==> src/rtl/startup_seq_pkg.sv <==
// rtl/startup_seq_pkg.sv - shared state encoding and widths for the startup sequencer
package startup_seq_pkg;

    localparam int TIMER_W = 16;

    typedef enum logic [2:0] {
        S_IDLE     = 3'd0,
        S_DELAY    = 3'd1,
        S_PULSE    = 3'd2,
        S_WAIT_ACK = 3'd3,
        S_DONE     = 3'd4,
        S_ERROR    = 3'd5
    } seq_state_e;

    function automatic logic is_busy_state(input logic [2:0] st);
        return (st == S_DELAY) || (st == S_PULSE) || (st == S_WAIT_ACK);
    endfunction

endpackage

==> src/rtl/startup_sequencer_if.sv <==
// rtl/startup_sequencer_if.sv - control/status bundle between the start logic and the sequencer
interface startup_sequencer_if #(
    parameter int NSTAGE = 4,
    parameter int DLY_W  = 8
);
    localparam int SW = $clog2(NSTAGE);

    logic              start_i;
    logic              abort_i;
    logic [DLY_W-1:0]  stage_dly_i;
    logic [NSTAGE-1:0] stage_ack_i;
    logic [NSTAGE-1:0] stage_pulse_o;
    logic              busy_o;
    logic              done_o;
    logic              err_o;
    logic [SW-1:0]     err_stage_o;

    modport master (
        output start_i, abort_i, stage_dly_i, stage_ack_i,
        input  stage_pulse_o, busy_o, done_o, err_o, err_stage_o
    );

    modport slave (
        input  start_i, abort_i, stage_dly_i, stage_ack_i,
        output stage_pulse_o, busy_o, done_o, err_o, err_stage_o
    );

endinterface

==> src/rtl/startup_sequencer_edge_det.sv <==
// rtl/startup_sequencer_edge_det.sv - rising-edge detector for the start level
module seq_edge_det (
    input  logic clk,
    input  logic reset_l,
    input  logic d_i,
    output logic rise_o
);
    logic d_q;

    // Resetting to 0 means a level already high at release still reads as an edge.
    always_ff @(posedge clk or negedge reset_l) begin
        if (!reset_l) begin
            d_q <= 1'b0;
        end else begin
            d_q <= d_i;
        end
    end

    assign rise_o = d_i & ~d_q;

endmodule

==> src/rtl/startup_sequencer.sv <==
// rtl/startup_sequencer.sv - ordered, delayed, acknowledged startup pulses to NSTAGE consumers
module startup_sequencer
    import startup_seq_pkg::*;
#(
    parameter int NSTAGE  = 4,
    parameter int DLY_W   = 8,
    parameter int TIMEOUT = 255
) (
    input  logic               clk,
    input  logic               reset_l,
    startup_sequencer_if.slave bus
);
    localparam int SW = $clog2(NSTAGE);

    localparam logic [2:0] ST_IDLE     = S_IDLE;
    localparam logic [2:0] ST_DELAY    = S_DELAY;
    localparam logic [2:0] ST_PULSE    = S_PULSE;
    localparam logic [2:0] ST_WAIT_ACK = S_WAIT_ACK;
    localparam logic [2:0] ST_DONE     = S_DONE;
    localparam logic [2:0] ST_ERROR    = S_ERROR;

    localparam logic [SW-1:0]      LAST_STAGE = SW'(NSTAGE - 1);
    localparam logic [TIMER_W-1:0] TMO        = TIMER_W'(TIMEOUT);

    logic [2:0]         state_q, state_d;
    logic [SW-1:0]      stage_q, stage_d;
    logic [DLY_W-1:0]   cnt_q, cnt_d;
    logic [DLY_W-1:0]   dly_q, dly_d;
    logic [TIMER_W-1:0] timer_q, timer_d;
    logic [SW-1:0]      err_stage_q, err_stage_d;
    logic               start_rise;

    seq_edge_det u_start_edge (
        .clk     (clk),
        .reset_l (reset_l),
        .d_i     (bus.start_i),
        .rise_o  (start_rise)
    );

    always_comb begin
        state_d     = state_q;
        stage_d     = stage_q;
        cnt_d       = cnt_q;
        dly_d       = dly_q;
        timer_d     = timer_q;
        err_stage_d = err_stage_q;

        if (bus.abort_i) begin
            state_d = ST_IDLE;
            stage_d = '0;
        end else begin
            case (state_q)
                ST_IDLE, ST_DONE, ST_ERROR: begin
                    if (start_rise) begin
                        state_d = ST_DELAY;
                        stage_d = '0;
                        dly_d   = bus.stage_dly_i;
                        cnt_d   = bus.stage_dly_i;
                    end
                end
                ST_DELAY: begin
                    if (cnt_q == '0) begin
                        state_d = ST_PULSE;
                    end else begin
                        cnt_d = cnt_q - 1'b1;
                    end
                end
                ST_PULSE: begin
                    state_d = ST_WAIT_ACK;
                    timer_d = '0;
                end
                ST_WAIT_ACK: begin
                    // An ack arriving on the final timer cycle still counts.
                    if (bus.stage_ack_i[stage_q]) begin
                        if (stage_q == LAST_STAGE) begin
                            state_d = ST_DONE;
                        end else begin
                            state_d = ST_DELAY;
                            stage_d = stage_q + 1'b1;
                            cnt_d   = dly_q;
                        end
                    end else if (timer_q == TMO) begin
                        state_d     = ST_ERROR;
                        err_stage_d = stage_q;
                    end else begin
                        timer_d = timer_q + 1'b1;
                    end
                end
                default: begin
                    state_d = ST_IDLE;
                end
            endcase
        end
    end

    always_ff @(posedge clk or negedge reset_l) begin
        if (!reset_l) begin
            state_q     <= ST_IDLE;
            stage_q     <= '0;
            cnt_q       <= '0;
            dly_q       <= '0;
            timer_q     <= '0;
            err_stage_q <= '0;
        end else begin
            state_q     <= state_d;
            stage_q     <= stage_d;
            cnt_q       <= cnt_d;
            dly_q       <= dly_d;
            timer_q     <= timer_d;
            err_stage_q <= err_stage_d;
        end
    end

    // Everything below decodes registered state only, so outputs are glitch-free.
    assign bus.stage_pulse_o = (state_q == ST_PULSE)
                             ? ({{(NSTAGE-1){1'b0}}, 1'b1} << stage_q)
                             : '0;
    assign bus.busy_o        = is_busy_state(state_q);
    assign bus.done_o        = (state_q == ST_DONE);
    assign bus.err_o         = (state_q == ST_ERROR);
    assign bus.err_stage_o   = err_stage_q;

endmodule

==> src/flat_wrapper.sv <==
// flat-port wrapper written by rule: the top's interface ports become plain ports
module startup_sequencer_flat import startup_seq_pkg::*;
#(
    parameter int NSTAGE  = 4,
    parameter int DLY_W   = 8,
    parameter int TIMEOUT = 255
)
  (clk, reset_l, bus_start_i, bus_abort_i, bus_stage_dly_i, bus_stage_ack_i, bus_stage_pulse_o, bus_busy_o, bus_done_o, bus_err_o, bus_err_stage_o);
  startup_sequencer_if #(.NSTAGE(NSTAGE), .DLY_W(DLY_W)) bus_i ();
  input  logic clk;
  input  logic reset_l;
  input wire logic [$bits(bus_i.start_i)-1:0] bus_start_i;
  input wire logic [$bits(bus_i.abort_i)-1:0] bus_abort_i;
  input wire logic [$bits(bus_i.stage_dly_i)-1:0] bus_stage_dly_i;
  input wire logic [$bits(bus_i.stage_ack_i)-1:0] bus_stage_ack_i;
  output wire logic [$bits(bus_i.stage_pulse_o)-1:0] bus_stage_pulse_o;
  output wire logic [$bits(bus_i.busy_o)-1:0] bus_busy_o;
  output wire logic [$bits(bus_i.done_o)-1:0] bus_done_o;
  output wire logic [$bits(bus_i.err_o)-1:0] bus_err_o;
  output wire logic [$bits(bus_i.err_stage_o)-1:0] bus_err_stage_o;
  assign bus_i.start_i = bus_start_i;
  assign bus_i.abort_i = bus_abort_i;
  assign bus_i.stage_dly_i = bus_stage_dly_i;
  assign bus_i.stage_ack_i = bus_stage_ack_i;
  assign bus_stage_pulse_o = bus_i.stage_pulse_o;
  assign bus_busy_o = bus_i.busy_o;
  assign bus_done_o = bus_i.done_o;
  assign bus_err_o = bus_i.err_o;
  assign bus_err_stage_o = bus_i.err_stage_o;
  startup_sequencer #(.NSTAGE(NSTAGE), .DLY_W(DLY_W), .TIMEOUT(TIMEOUT)) u_core (.clk(clk), .reset_l(reset_l), .bus(bus_i));
endmodule
==> config.mk <==
export PLATFORM = sky130hd
export DESIGN_NAME = startup_sequencer_flat
export DESIGN_NICKNAME = d
export VERILOG_FILES = /design/src/rtl/startup_seq_pkg.sv /design/src/rtl/startup_sequencer_if.sv /design/src/rtl/startup_sequencer_edge_det.sv /design/src/rtl/startup_sequencer.sv /design/src/flat_wrapper.sv
export SDC_FILE = /design/constraint.sdc
export NUM_CORES = 1
export LEC_CHECK = 0
export ABC_AREA = 1
export CAP_MARGIN = 30
export CELL_PAD_IN_SITES_DETAIL_PLACEMENT = 0
export CELL_PAD_IN_SITES_GLOBAL_PLACEMENT = 1
export CORE_MARGIN = 2
export CORE_UTILIZATION = 42
export CTS_CLUSTER_DIAMETER = 100
export DETAILED_ROUTE_END_ITERATION = 7
export PLACE_DENSITY_LB_ADDON = 0.08
export SYNTH_ARGS = -nofsm -noshare
export SYNTH_HDL_FRONTEND = slang
export SYNTH_SLANG_ARGS = --single-unit
==> constraint.sdc <==
create_clock -name clk -period 1.7 [get_ports clk]
set_input_delay 0.425 -clock clk [delete_from_list [all_inputs] [get_ports clk]]
set_output_delay 0.425 -clock clk [all_outputs]
set_load 0.01 [all_outputs]
# After elaboration in Yosys (flattened, before gate mapping)
# Index checks and enable logic that the tools add are counted.
dict set report word_totals {
  in_bits 16
  ff_bits 40
  out_inout_bits 9
}
dict set report op_classes {
  magnitude_cmp 1
  mux 23
  n_reduce_logical 14
  eq_ne 18
  n_addsub 3
  n_shift 1
  n_bitwise 4
}
# cell count
set ops {}
lappend ops {{2-to-1 mux 16 bit} 2}
lappend ops {{2-to-1 mux 8 bit} 4}
lappend ops {{one-hot mux 16 bit (2 select lines)} 1}
lappend ops {{one-hot mux 8 bit (3 select lines)} 1}
lappend ops {{2-to-1 mux 3 bit} 6}
lappend ops {{adder 16 x 1 -> 16 bit (second input constant)} 1}
lappend ops {{== test 16 x 8 -> 1 bit (second input constant)} 1}
lappend ops {{one-hot mux 3 bit (4 select lines)} 1}
lappend ops {{AND reduction 4 bit} 3}
lappend ops {{inequality test 3 x 2 -> 1 bit (second input constant)} 3}
lappend ops {{zero test 8 bit} 1}
lappend ops {{2-to-1 mux 2 bit} 4}
lappend ops {{inequality test 2 bit (second input constant)} 4}
lappend ops {{subtractor 8 x 1 -> 8 bit (second input constant)} 1}
lappend ops {{== test 3 x 2 -> 1 bit (second input constant)} 2}
lappend ops {{== test 3 bit (second input constant)} 2}
lappend ops {{AND reduction 3 bit} 2}
lappend ops {{AND reduction 6 bit} 1}
lappend ops {{nonzero test 3 bit} 2}
lappend ops {{2-to-1 mux 4 bit} 1}
lappend ops {{inequality test 2 x 1 -> 1 bit (second input constant)} 2}
lappend ops {{inequality test 4 x 2 -> 1 bit (second input constant)} 1}
lappend ops {{one-hot mux 2 bit (2 select lines)} 1}
lappend ops {{<< shifter 1 x 2 -> 4 bit (first input constant)} 1}
lappend ops {{other kinds (13)} 16}

# Longest topological paths before layout
dict set report logic_depth {
  depth_word 5
  mapped_depth 11
}

# Cells and area by module
# From an unflattened synthesis, not the netlist that was laid out.
dict set report hier_totals {
  hier_cells 394
  hier_area_um2 2641.3
}
# module n_inst cells_per_inst seq_area_each_um2 area_each_um2
set modules_own_cells {}
lappend modules_own_cells {startup_sequencer 1 391 975.9 2606.2}
lappend modules_own_cells {seq_edge_det 1 3 25.0 35.0}

# Worst setup path after synthesis
# Ideal clock, no wire load.
dict set report synth_timing {
  path_type {flip-flop to flip-flop}
  from {register u_core.timer_q[0]}
  to {register u_core.timer_q[11]}
  required_ps 1579
  stages_incl_launch_ff 8
  synth_period_minus_slack_ps 1398
  path_slack_ps 302
  setup_ps 121
  path_buffers 1
  arrival_time_ps 1277
  path_cell_list {dfrtp_1 ha_1 nand3_2 nor2_2 nand3_1 nand3_2 buf_6 o21ai_1}
}
dict set report synth_between {
  elab_chain_cells 4
  word_cells_on_any_way 7
}
# element line_no
set synth_lines {}
lappend synth_lines {{start: declaration} startup_sequencer.sv:29} ;# logic [TIMER_W-1:0] timer_q, timer_d;
lappend synth_lines {{start signal: assignment} startup_sequencer.sv:109} ;# timer_q <= timer_d;
lappend synth_lines {{adder 16 x 1 -> 16 bit} startup_sequencer.sv:86} ;# timer_d = timer_q + 1'b1;
lappend synth_lines {{2-to-1 mux 16 bit} startup_sequencer.sv:82} ;# end else if (timer_q == TMO) begin
lappend synth_lines {{2-to-1 mux 16 bit} startup_sequencer.sv:74} ;# if (bus.stage_ack_i[stage_q]) begin
lappend synth_lines {{one-hot mux 16 bit (2 select lines)} startup_sequencer.sv:52} ;# case (state_q)
# Several ways; a longest one is shown, not always the timed one. The select of a mux whose other input is x is not followed.
# A chain may end at the register's enable or synchronous reset.

# Worst setup path after layout
dict set report layout_timing {
  from {register u_core.stage_q[1]}
  to {output bus_stage_pulse_o[0]}
}
dict set report layout_between {
  elab_chain_cells 2
}
# element line_no
set layout_lines {}
lappend layout_lines {{start: declaration} startup_sequencer.sv:26} ;# logic [SW-1:0] stage_q, stage_d;
lappend layout_lines {{start signal: assignment} startup_sequencer.sv:106} ;# stage_q <= stage_d;
lappend layout_lines {{<< shifter 1 x 2 -> 4 bit} startup_sequencer.sv:116} ;# ? ({{(NSTAGE-1){1'b0}}, 1'b1} << stage_q)
lappend layout_lines {{2-to-1 mux 4 bit} startup_sequencer.sv:116}
lappend layout_lines {{end: declaration} flat_wrapper.sv:16} ;# output wire logic [$bits(bus_i.stage_pulse_o)-1:0] bus_stage_pulse_o;
# Every way passes these cells.

==> flow_summary.toml <==
[outcome]
outcome = "finished clean"

[logic_synthesis]
yosys_warnings = 0
syn_area_mm2 = 0.00276
ys_seq_elements = 40
synthMuxAreaShare_pct = 2.59
syn_inst = 395
synth_top_cell_area_share_pct = 36.3
syn_avg_cell_area_um2 = 6.98
synth-simple-area-share_pct = 39.9
synth_area_leaders = "dfrtp_1 36%, nand2_1 19%, nand3_1 7.3%"
synth_compound_area_share_pct = 7.99
synth_top_family_by_area = "simple AND/OR/NAND/NOR gates"
synth_xor_area_share_pct = 1.27
ys_seq_area_share_pct = 36.3
synth_cell_types = 32
syn-num-nets = 418
yosysTopAreaCell = "dfrtp_1"
synthAdderAreaFrac_pct = 3.18

[detailed_routing]
ant_nets = 0
drtPass1Iterations = 4
vias = 2615
wl_um = 6940
viasPerCell = 4.86
first_iter_violations = 104
drc = 0
wire_per_inst_um = 12.9

[grt]
grt_pass1_vias = 2508
gr-total-overflow = 0
grt_usage_pct = 20.0
grt_pass1_wl_um = 11700
grt_max_degree = 23
antenna_found_initial = 0

[setup_path]
critPathCapture = "bus_stage_pulse_o[0]"
worst_r2r_endpoint = "u_core.timer_q[9]"
slowest_delay_ns = 0.41
cp.depth = 6
crit_buf_inv = 4
crit_fanout = 3
cp.arrival_ns = 1.27
rr_worst_depth = 11
crit_path_top_delay_cell = "dfrtp_1"
critPathLaunchType = "flip-flop"
reg2reg_from = "u_core.stage_q[0]"
ff2ff_setup_slack_ns = 0.08
crit_family = "flip-flops"
critPathKind = "reg -> out"
crit_chain = "buf_6, inv_6, ha_4, inv_2, nor2_1, buf_2"
critPathRequiredTime_ns = 1.27
crit_path_end_kind = "primary output"
worstSetupStartpoint = "u_core.stage_q[1]"

[cts]
insertion_delay_ns = 0.29
cts_tree = "built"
htreeDepth = 2
clock-sinks = 40
clockBufferDepth = 2
root_buffer = "clkbuf_8"
clk_pin_slew_worst_paths_ns = 0.08
cts-buffers-inserted = 5
ctsHoldBuffers = 0

[timing]
hold_viol_final = 0
holdWs_ns = 0.0973
timing.final.crit_share_pct = 99.7
rsz0062_at_grt = "true"
slew_headroom_pct = 75.5
max_freq_ghz = 0.590
fin_worst_skew_ns = 0.00553
setup_viol = 0
period_minus_slack_ns = 1.70
worst_pin_slew_ns = 0.366
slew_violations = 0

[flow_run]
cap_viol_max_count = 0

[cells_and_area]
fin_nets = 483
layout-drive-gt1-share_pct = 22.3
final_cell_mix = "138 x nand2_1, 41 x nor2_1, 40 x dfrtp_1"
final_cell_area_mm2 = 0.00354
area_delta_synth_final_pct = 28.6
fillers = 630
final_core_util_pct = 55.8
final_common_cell = "nand2_1"
diodes = 0

[power_and_ir_drop]
ir_drop_uv = 662
p_per_area_mw_per_mm2 = 1090
power_leakage_uw = 0.00173

[floorplan]
start_util_pct = 43.4
die_w_um = 85.0
io-pin-count = 25
die-height_um = 85.0
placementRows = 29
dieArea_mm2 = 0.00723
core_area_mm2 = 0.00635

[placed_design]
port_buffers = 24
hpwlAfterDp_um = 5130
place_area_mm2 = 0.00328
gp_congestion = 0.825

[worst_hold_path]
hold_path_class = "in -> async"
Yosys cell counts:
cell type / instances
mux2_4: 4
nand3b_1: 1
nor2_4: 3
nor2_2: 2
nand2_1: 139
buf_6: 5
nand4_1: 7
clkinv_2: 1
o21bai_1: 3
inv_2: 5
a21oi_1: 3
nand3_2: 4
o21ai_0: 15
o221ai_1: 2
clkinv_4: 1
inv_1: 39
mux2_2: 1
nand3_1: 40
a21o_1: 1
nand2_4: 3
nand4_2: 1
nor3_1: 3
xor2_1: 4
nor2_1: 43
buf_2: 1
o21ai_1: 10
nand2_2: 3
ha_1: 7
a22oi_1: 1
dfrtp_1: 40
o21ai_2: 2
o31ai_1: 1
area by class of cell:
type | count | area (um^2) | area share [%]
timing repair buffer | 64 | 538 | 15.2
clock inverter | 3 | 42.5 | 1.20
tap | 77 | 96.3 | 2.72
inverter | 46 | 189 | 5.33
multi-input combinational | 303 | 1610 | 45.4
sequential | 40 | 1000 | 28.2
clock buffer | 5 | 68.8 | 1.94
per-layer routing:
metal / part of all wire (%) / GRT usage [%] / up-vias
met3: 3.1 / 3.21 / 10
met1: 49 / 28.2 / 1176
li1: - / - / 1388
met4: 1.2 / 5.05 / 0
met2: 47 / 32.2 / 41
met5: 0 / 0 / -
stage by stage:
step	setup WS [ns]	cells	setup TNS, ns	power [uW]
3_5_place_dp	-0.251	522	-5.30	3050
2_1_floorplan	0.302	395	0	2490
3_3_place_gp	-0.230	522	-5.22	3030
4_1_cts	-0.0200	534	-0.0343	3850
5_1_grt	-0.0538	538	-0.160	4220
6_report	0.00479	538	0	3870
worst register-to-register path: stages, from the launching register on:
cell	delay, ns
dfrtp_1	0.38
buf_6	0.14
inv_6	0.05
buf_4	0.13
nand2_1	0.07
nand3_2	0.09
buf_4	0.15
nand3_2	0.08
nand3_4	0.11
buf_12	0.18
nand2_1	0.07
o21ai_1	0.07
report_power, final:
part	switching [uW]	leakage, uW	internal [uW]
sequential	207	0.000527	1190
combinational	981	0.00114	699
clock	352	0.0000541	435
worst min path at each step:
stage / depth (start not counted) / startpoint / endpoint
2_1_floorplan: 0 / reset_l / u_core.bus.err_stage_o[0]
3_3_place_gp: 2 / reset_l / u_core.timer_q[10]
3_5_place_dp: 2 / reset_l / u_core.timer_q[10]
4_1_cts: 2 / reset_l / u_core.timer_q[10]
5_1_grt: 2 / reset_l / u_core.timer_q[10]
6_report: 2 / reset_l / u_core.bus.err_stage_o[0]
state kept, by name, summed over array words and instances (netlist names):
name and flops:
u_core.dly_q 8, u_core.cnt_q 8, u_core.state_q 3, u_core.u_start_edge.d_q 1, u_core.bus.err_stage_o 2, u_core.timer_q 16
u_core.stage_q 2
cell families (layout without fill, tap and decap cells):
group,after synthesis,in the layout
flip-flops,40,40
AO/OA/AOI/OAI,38,38
AND/OR/NAND/NOR,249,249
adder cells (fa/ha/maj),7,7
multiplexers,5,5
buffers and inverters,52,118
XOR/XNOR,4,4
timing repair:
| action | in CTS | in global routing |
|---|---|---|
| pin swaps | 1 | 9 |
| gates resized for setup | 38 | 18 |
| cloned | 0 | 1 |
| setup endpoints to repair | 7 | 19 |
| setup buffers | 4 | 3 |
No activity file was read; power rests on OpenSTA's default activity.
